[src/rtl/alu_ctrl_pipe.sv]
// Registered, handshaked ALU control decoder between decode and execute, with flush and two-micro-op RTI.
// Optional ALU_CTRL_PERF_EN adds a saturating op_count of completed legal instructions.
module alu_ctrl_pipe #(
  parameter int unsigned OP_W   = 4,
  parameter int unsigned RA_W   = 2,
  parameter int unsigned CTRL_W = 4,
  parameter int unsigned TAG_W  = 4
) (
  input  logic              clk,
  input  logic              rst,
  input  logic              in_valid,
  output logic              in_ready,
  input  logic [OP_W-1:0]   in_op,
  input  logic [RA_W-1:0]   in_ra,
  input  logic [TAG_W-1:0]  in_tag,
  input  logic              flush,
  output logic              out_valid,
  input  logic              out_ready,
  output logic [CTRL_W-1:0] out_ctrl,
  output logic              out_se1,
  output logic              out_se2,
  output logic [1:0]        out_se3,
  output logic [TAG_W-1:0]  out_tag,
  output logic              out_last,
  output logic              out_illegal
`ifdef ALU_CTRL_PERF_EN
  ,
  output logic [15:0]       op_count
`endif
);

  typedef enum logic {IDLE, RTI2} state_t;

  state_t     state;
  logic [3:0] op_lo;
  logic [1:0] ra_lo;
  logic       hi_bits;
  logic [3:0] d_ctrl;
  logic       d_se1;
  logic       d_se2;
  logic [1:0] d_se3;
  logic       d_ill;
  logic       d_rti;
  logic       accept;
  logic       out_hs;

  assign op_lo   = in_op[3:0];
  assign ra_lo   = in_ra[1:0];
  assign hi_bits = ((in_op >> 4) != '0) || ((in_ra >> 2) != '0);

  assign in_ready = (state == IDLE) && (!out_valid || out_ready) && !flush;
  assign accept   = in_valid && in_ready;
  assign out_hs   = out_valid && out_ready;

  // Opcode / sub-function decode; illegal encodings collapse to an all-zero control word.
  always_comb begin
    d_ctrl = 4'h0;
    d_se1  = 1'b0;
    d_se2  = 1'b0;
    d_se3  = 2'd0;
    d_ill  = 1'b0;
    d_rti  = 1'b0;
    case (op_lo)
      4'd1: begin
        d_ctrl = 4'h1;
        d_se3  = 2'd2;
      end
      4'd2, 4'd3, 4'd4, 4'd5: begin
        d_ctrl = op_lo;
        d_se1  = 1'b1;
        d_se2  = 1'b1;
      end
      4'd6: begin
        d_ctrl = 4'h6 + {2'b00, ra_lo};
        d_se2  = ~ra_lo[1];
      end
      4'd7: d_ctrl = 4'h2;
      4'd8: begin
        d_ctrl = 4'hA + {2'b00, ra_lo};
        d_se2  = 1'b1;
      end
      4'd10: begin
        d_ctrl = 4'h3;
        d_se1  = 1'b1;
      end
      4'd11: begin
        case (ra_lo)
          2'd2: begin
            d_ctrl = 4'h2;
            d_se1  = 1'b1;
          end
          2'd3: begin
            d_ctrl = 4'h2;
            d_se1  = 1'b1;
            d_rti  = 1'b1;
          end
          default: d_ill = 1'b1;
        endcase
      end
      default: d_ill = 1'b1;
    endcase
    if (hi_bits) begin
      d_ill = 1'b1;
    end
    if (d_ill) begin
      d_ctrl = 4'h0;
      d_se1  = 1'b0;
      d_se2  = 1'b0;
      d_se3  = 2'd0;
      d_rti  = 1'b0;
    end
  end

  // Control FSM and output register.
  always_ff @(posedge clk or negedge rst) begin
    if (!rst) begin
      state       <= IDLE;
      out_valid   <= 1'b0;
      out_ctrl    <= '0;
      out_se1     <= 1'b0;
      out_se2     <= 1'b0;
      out_se3     <= 2'd0;
      out_tag     <= '0;
      out_last    <= 1'b0;
      out_illegal <= 1'b0;
    end else if (flush) begin
      state     <= IDLE;
      out_valid <= 1'b0;
    end else begin
      case (state)
        RTI2: begin
          // Second RTI micro-op: flag restore, same tag.
          if (out_hs) begin
            out_ctrl    <= CTRL_W'(4'hE);
            out_se1     <= 1'b0;
            out_se2     <= 1'b0;
            out_se3     <= 2'd0;
            out_last    <= 1'b1;
            out_illegal <= 1'b0;
            state       <= IDLE;
          end
        end
        default: begin
          if (accept) begin
            out_valid   <= 1'b1;
            out_ctrl    <= CTRL_W'(d_ctrl);
            out_se1     <= d_se1;
            out_se2     <= d_se2;
            out_se3     <= d_se3;
            out_tag     <= in_tag;
            out_last    <= ~d_rti;
            out_illegal <= d_ill;
            state       <= d_rti ? RTI2 : IDLE;
          end else if (out_hs) begin
            out_valid <= 1'b0;
          end
        end
      endcase
    end
  end

`ifdef ALU_CTRL_PERF_EN
  // Completed legal instructions; a flushed cycle does not count.
  always_ff @(posedge clk or negedge rst) begin
    if (!rst) begin
      op_count <= 16'h0000;
    end else if (out_hs && out_last && !out_illegal && !flush && (op_count != 16'hFFFF)) begin
      op_count <= op_count + 16'd1;
    end
  end
`endif

endmodule

[config.mk]
export PLATFORM = sky130hd
export DESIGN_NAME = alu_ctrl_pipe
export DESIGN_NICKNAME = d
export VERILOG_FILES = /design/src/rtl/alu_ctrl_pipe.sv
export SDC_FILE = /design/constraint.sdc
export NUM_CORES = 1
export LEC_CHECK = 0
export CORE_UTILIZATION = 43
export CTS_CLUSTER_SIZE = 10
export DETAILED_ROUTE_END_ITERATION = 12
export HOLD_SLACK_MARGIN = 0.05
export PLACE_DENSITY_LB_ADDON = 0.08
export SLEW_MARGIN = 20
export SYNTH_ARGS = -nofsm -noshare
export SYNTH_HDL_FRONTEND = slang
export SYNTH_SLANG_ARGS = --single-unit
[constraint.sdc]
create_clock -name clk -period 2 [get_ports clk]
set_clock_uncertainty 0.05 [all_clocks]
set_input_delay 0.3 -clock clk [delete_from_list [all_inputs] [get_ports clk]]
set_output_delay 0.3 -clock clk [all_outputs]
set_load 0.05 [all_outputs]
==> Word-level counts from Yosys, hierarchy flattened <==
Cells that the tools add are included.
{ "totals": {"ff_bits": 16} }
{ "classes": {"n_mux": 39, "addsub": 2, "reduce_logical": 17, "eq_ne": 14, "bitwise": 4} }
{ "ops": {"columns": ["cell", "count"], "rows": [
  ["$pmux W4 S7", 1],
  ["$mux W1", 25],
  ["$eq A4 B3 Y1 const B", 4],
  ["$mux W4", 4],
  ["$eq A4 B4 Y1 const B", 3],
  ["$mux W2", 6],
  ["$reduce_or A5 Y1", 2],
  ["$reduce_or A9 Y1", 1],
  ["$eq A4 B2 Y1 const B", 2],
  ["$pmux W1 S2", 3],
  ["$reduce_and A3 Y1", 2],
  ["$add A3 B2 Y4 const A", 1],
  ["$add A4 B2 Y4 const A", 1],
  ["$eq A2 B2 Y1 const B", 2],
  ["$eq A4 B1 Y1 const B", 1],
  ["$logic_and A1 B1 Y1", 4],
  ["$not A1 Y1", 4],
  ["$reduce_or A4 Y1", 1],
  ["$reduce_bool A3 Y1", 1],
  ["$logic_not A1 Y1", 2],
  ["$ne A2 B1 Y1 const B", 1],
  ["$ne A2 B2 Y1 const B", 1],
  ["$reduce_and A2 Y1", 1],
  ["$reduce_bool A2 Y1", 1],
  ["2 further kinds", 2]
]} }

==> Longest topological paths before layout <==
{ "depth": {"depth_word": 9, "depth_mapped": 5} }

==> Least setup slack after synthesis <==
No wires, ideal clock.
{ "synth_path": {"kind": "register to output", "start": "reg out_valid", "end": "out in_ready", "setup_slack_ns": -0.206, "required_ns": 1.650, "path_stages_with_launch": 3, "arrival_ns": 1.856, "cell_sequence": "dfrtp_1 -> nor2b_4 -> nor3_1"} }
{ "synth_via": {"elab_chain_cells": 4} }
{ "synth_rtl": {"columns": ["item", "line", "text"], "rows": [
  ["start, declared", "17", "output logic out_valid,"],
  ["start signal, assigned", "118", "out_valid <= 1'b0;"],
  ["start signal, assigned", "128", "out_valid <= 1'b0;"],
  ["start signal, assigned", "145", "out_valid <= 1'b1;"],
  ["$logic_not A1 Y1", "51", "assign in_ready = (state == IDLE) && (!out_valid || out_ready) && !flush;"],
  ["$logic_or A1 B1 Y1", "51", null],
  ["$logic_and A1 B1 Y1 (2 in a row)", "51", null],
  ["end, declared", "12", "output logic in_ready,"]
]} }
Every way passes these cells.

==> Worst setup path after layout <==
{ "layout_path": {"start": "reg out_valid", "end": "out out_valid"} }
No word-level cell between the ends.

==> out/results.txt <==
Status -> completed
Max Transition Viols Final -> 0
# IOs -> 31
Largest area contributor in the netlist -> dfrtp_1
Placed Cells -> 145
Clock network fraction of total power -> 18.9%
Worst-path clk slew -> 0.09 ns
CP bufs+invs -> 1
Vias in the first global route -> 729
Most frequent cells in the layout -> clkdlybuf4s50_1, dfrtp_1, nand2_1, nor2_1
Tot Pwr -> 0.000913 W
P_int -> 0.000567 W
Seq cells post-synth -> 15
Worst Tran Pin Value -> 0.654 ns
Post-CTS Hold Fix Bufs -> 0
Worst path slowest cell -> clkdlybuf4s50_1
Initial drt markers -> 19
Min cycle time layout -> 1.89 ns
Via density -> 5.38
Switching share of power -> 38.0%
Flop pwr share -> 39.7%
Sink Count -> 15
Drt first pass iters -> 4
Layout cells sized above 1 -> 16.1%
Final Instance Count excl. Fillers -> 149
Post-CTS setup buffer count -> 0
Sequential area share after synthesis -> 42.8%
ANT cells -> 0
Post-Syn Area -> 877 um2
Synth top area share -> 42.8%
Synth cell types -> 34
Clk root buf -> clkbuf_4
Final ANT Viol Nets -> 0
Post-CTS Resized -> 0
Worst slew margin -> 56.3%
# port buffers -> 29
Post-Synthesis Cells -> 91
Die Area -> 2220 um2
Leak -> 0.498 nW
CORE AREA -> 1820 um2
GRT Total Usage -> 19.9%
Final instance area -> 1240 um2
Post-synthesis async set-or-reset flop share -> 100%
# fillers -> 161
WP data required -> 1.65 ns
DP HPWL -> 1510 um
Die W -> 47.2 um
Setup TNS -> 0 ns
# rows -> 15
CTS tree -> built
Remaining global-route overflow -> 0
Dominant synthesized flop cell -> dfrtp_1
P per Cell Area -> 737 nW/um2
Starting Density -> 48.2%
Reg2Reg Setup Slack -> 0.45 ns
Gpl congestion -> 0.814
FF+latch area -> 375 um2
Critical path class -> reg2out
VDD IR max -> 0.000516 V
Most common cell after layout, fill and taps aside -> clkdlybuf4s50_1
Hold Worst Slack -> 0.356 ns
Initial antenna violation count -> 0
Worst-path cell chain -> clkdlybuf4s50_1
Clk_lat worst skew -> 0.29 ns
Combinational Power Share -> 41.4%
Crit. End Element -> output port
Max-cap violation count -> 0
Largest net degree at the start of global routing -> 16
Period utilization -> 94.7%
Ranking of synthesized cells by area -> dfrtp_1, mux2_4, nand2_1
Syn avg cell area -> 9.64 um2
DRC -> 0
CP delay by family, top -> buffers and inverters
Post-synth EDFFs -> 0
Area of the multi-input gates -> 464 um2
Die Y -> 47.2 um
P_sw -> 0.000347 W
Delay of the slowest cell on the worst path -> 0.83 ns
YS warnings -> 0
Placed instance area -> 1210 um2
Layout area overhead -> 41.2%
Routed WL per cell -> 12.9 um
Post-Route WL -> 1920 um
FMAX -> 528 MHz
Crit path DAT -> 1.54 ns
Crit-path max FO -> 5
Htree depth -> 1
Hold Vio Cnt, Final -> 0
CTS Buf Count -> 3
First-pass GRT wire length -> 3010 um
Register-to-Register Path Depth -> 5
Nets -> 140
Syn_nets -> 106
Hold Crit Class -> in2async
Via Count -> 802
Clock buffer depth -> 2
RSZ-0062 raised after global routing -> false
Setup violations, final -> 0
CP startpoint kind -> flip-flop
R2r startpoint -> state$_DFF_PN0_
Critical R2R Capture -> out_ctrl[3]$_DFFE_PN0P_
[kinds of logic after synthesis]
group	count (synthesis)	synth area share, %
simple gates	37	25.1
compound gates	27	20.0
flops	15	42.8
buf+inv	7	4.85
mux	4	6.85
other cells	1	0.428
[worst max-delay path by stage]
stage                               to  depth (start not counted)                   from  slack, ns
2_1_floorplan                 in_ready                          2  out_valid$_DFFE_PN0P_       0.23
3_3_place_gp   out_illegal$_DFFE_PN0P_                          5               in_op[1]       0.12
3_5_place_dp           state$_DFF_PN0_                          5               in_op[0]       0.06
4_1_cts                      out_valid                          1  out_valid$_DFFE_PN0P_       0.10
5_1_grt                      out_valid                          1  out_valid$_DFFE_PN0P_       0.05
6_report                     out_valid                          1  out_valid$_DFFE_PN0P_       0.11
[synthesized netlist by cell type (2+ instances only)]
cell type,count
nor3_1,3
dfrtp_1,15
nand2_1,13
inv_1,3
o21ai_0,5
nor2_1,6
buf_4,2
mux2_4,4
o21ai_1,4
nand4b_1,2
a21oi_1,5
a22oi_1,2
a31oi_1,3
nand2b_1,4
[area by class of cell]
class	instances	area share (%)
Sequential cell	15	30.3
Clock buffer	4	2.12
Tap cell	25	2.53
Inverter	3	0.909
Timing Repair Buffer	33	26.7
Multi-Input combinational cell	69	37.5
[through the flow]
stage               utilization, %  setup WS (ns)
floorplan                        -          0.230
global placement              66.6          0.122
detailed placement            66.6         0.0647
CTS                           68.0          0.104
global route                  68.0         0.0518
finish                        68.0          0.105
[state kept, by name (all words and copies together) (netlist names)]
register and cells:
out_se2 1, state 1, out_se3 1, out_se1 1
out_last 1, out_illegal 1, out_valid 1, out_tag 4
out_ctrl 4
[power groups by stage]
stage	Sequential [W]	Clock (W)	Combinational, W
after CTS	0.000363	0.000177	0.000381
final	0.000362	0.000173	0.000378
after global routing	0.000366	0.000190	0.000402
after global placement	0.000367	0	0.000377
after detailed placement	0.000367	0	0.000380
after floorplan	0.000501	0	0.000103
[layer usage]
metal / wire length [um] / part of all wire [%] / global-route usage [%] / up-vias
li1: - / - / - / 392
met1: 842 / 44 / 24.9 / 383
met2: 935 / 49 / 31.4 / 23
met3: 117 / 6.1 / 7.69 / 4
met4: 23 / 1.2 / 6.86 / 0
met5: 0 / 0 / 0 / -
(Power assumes the default switching activity.)
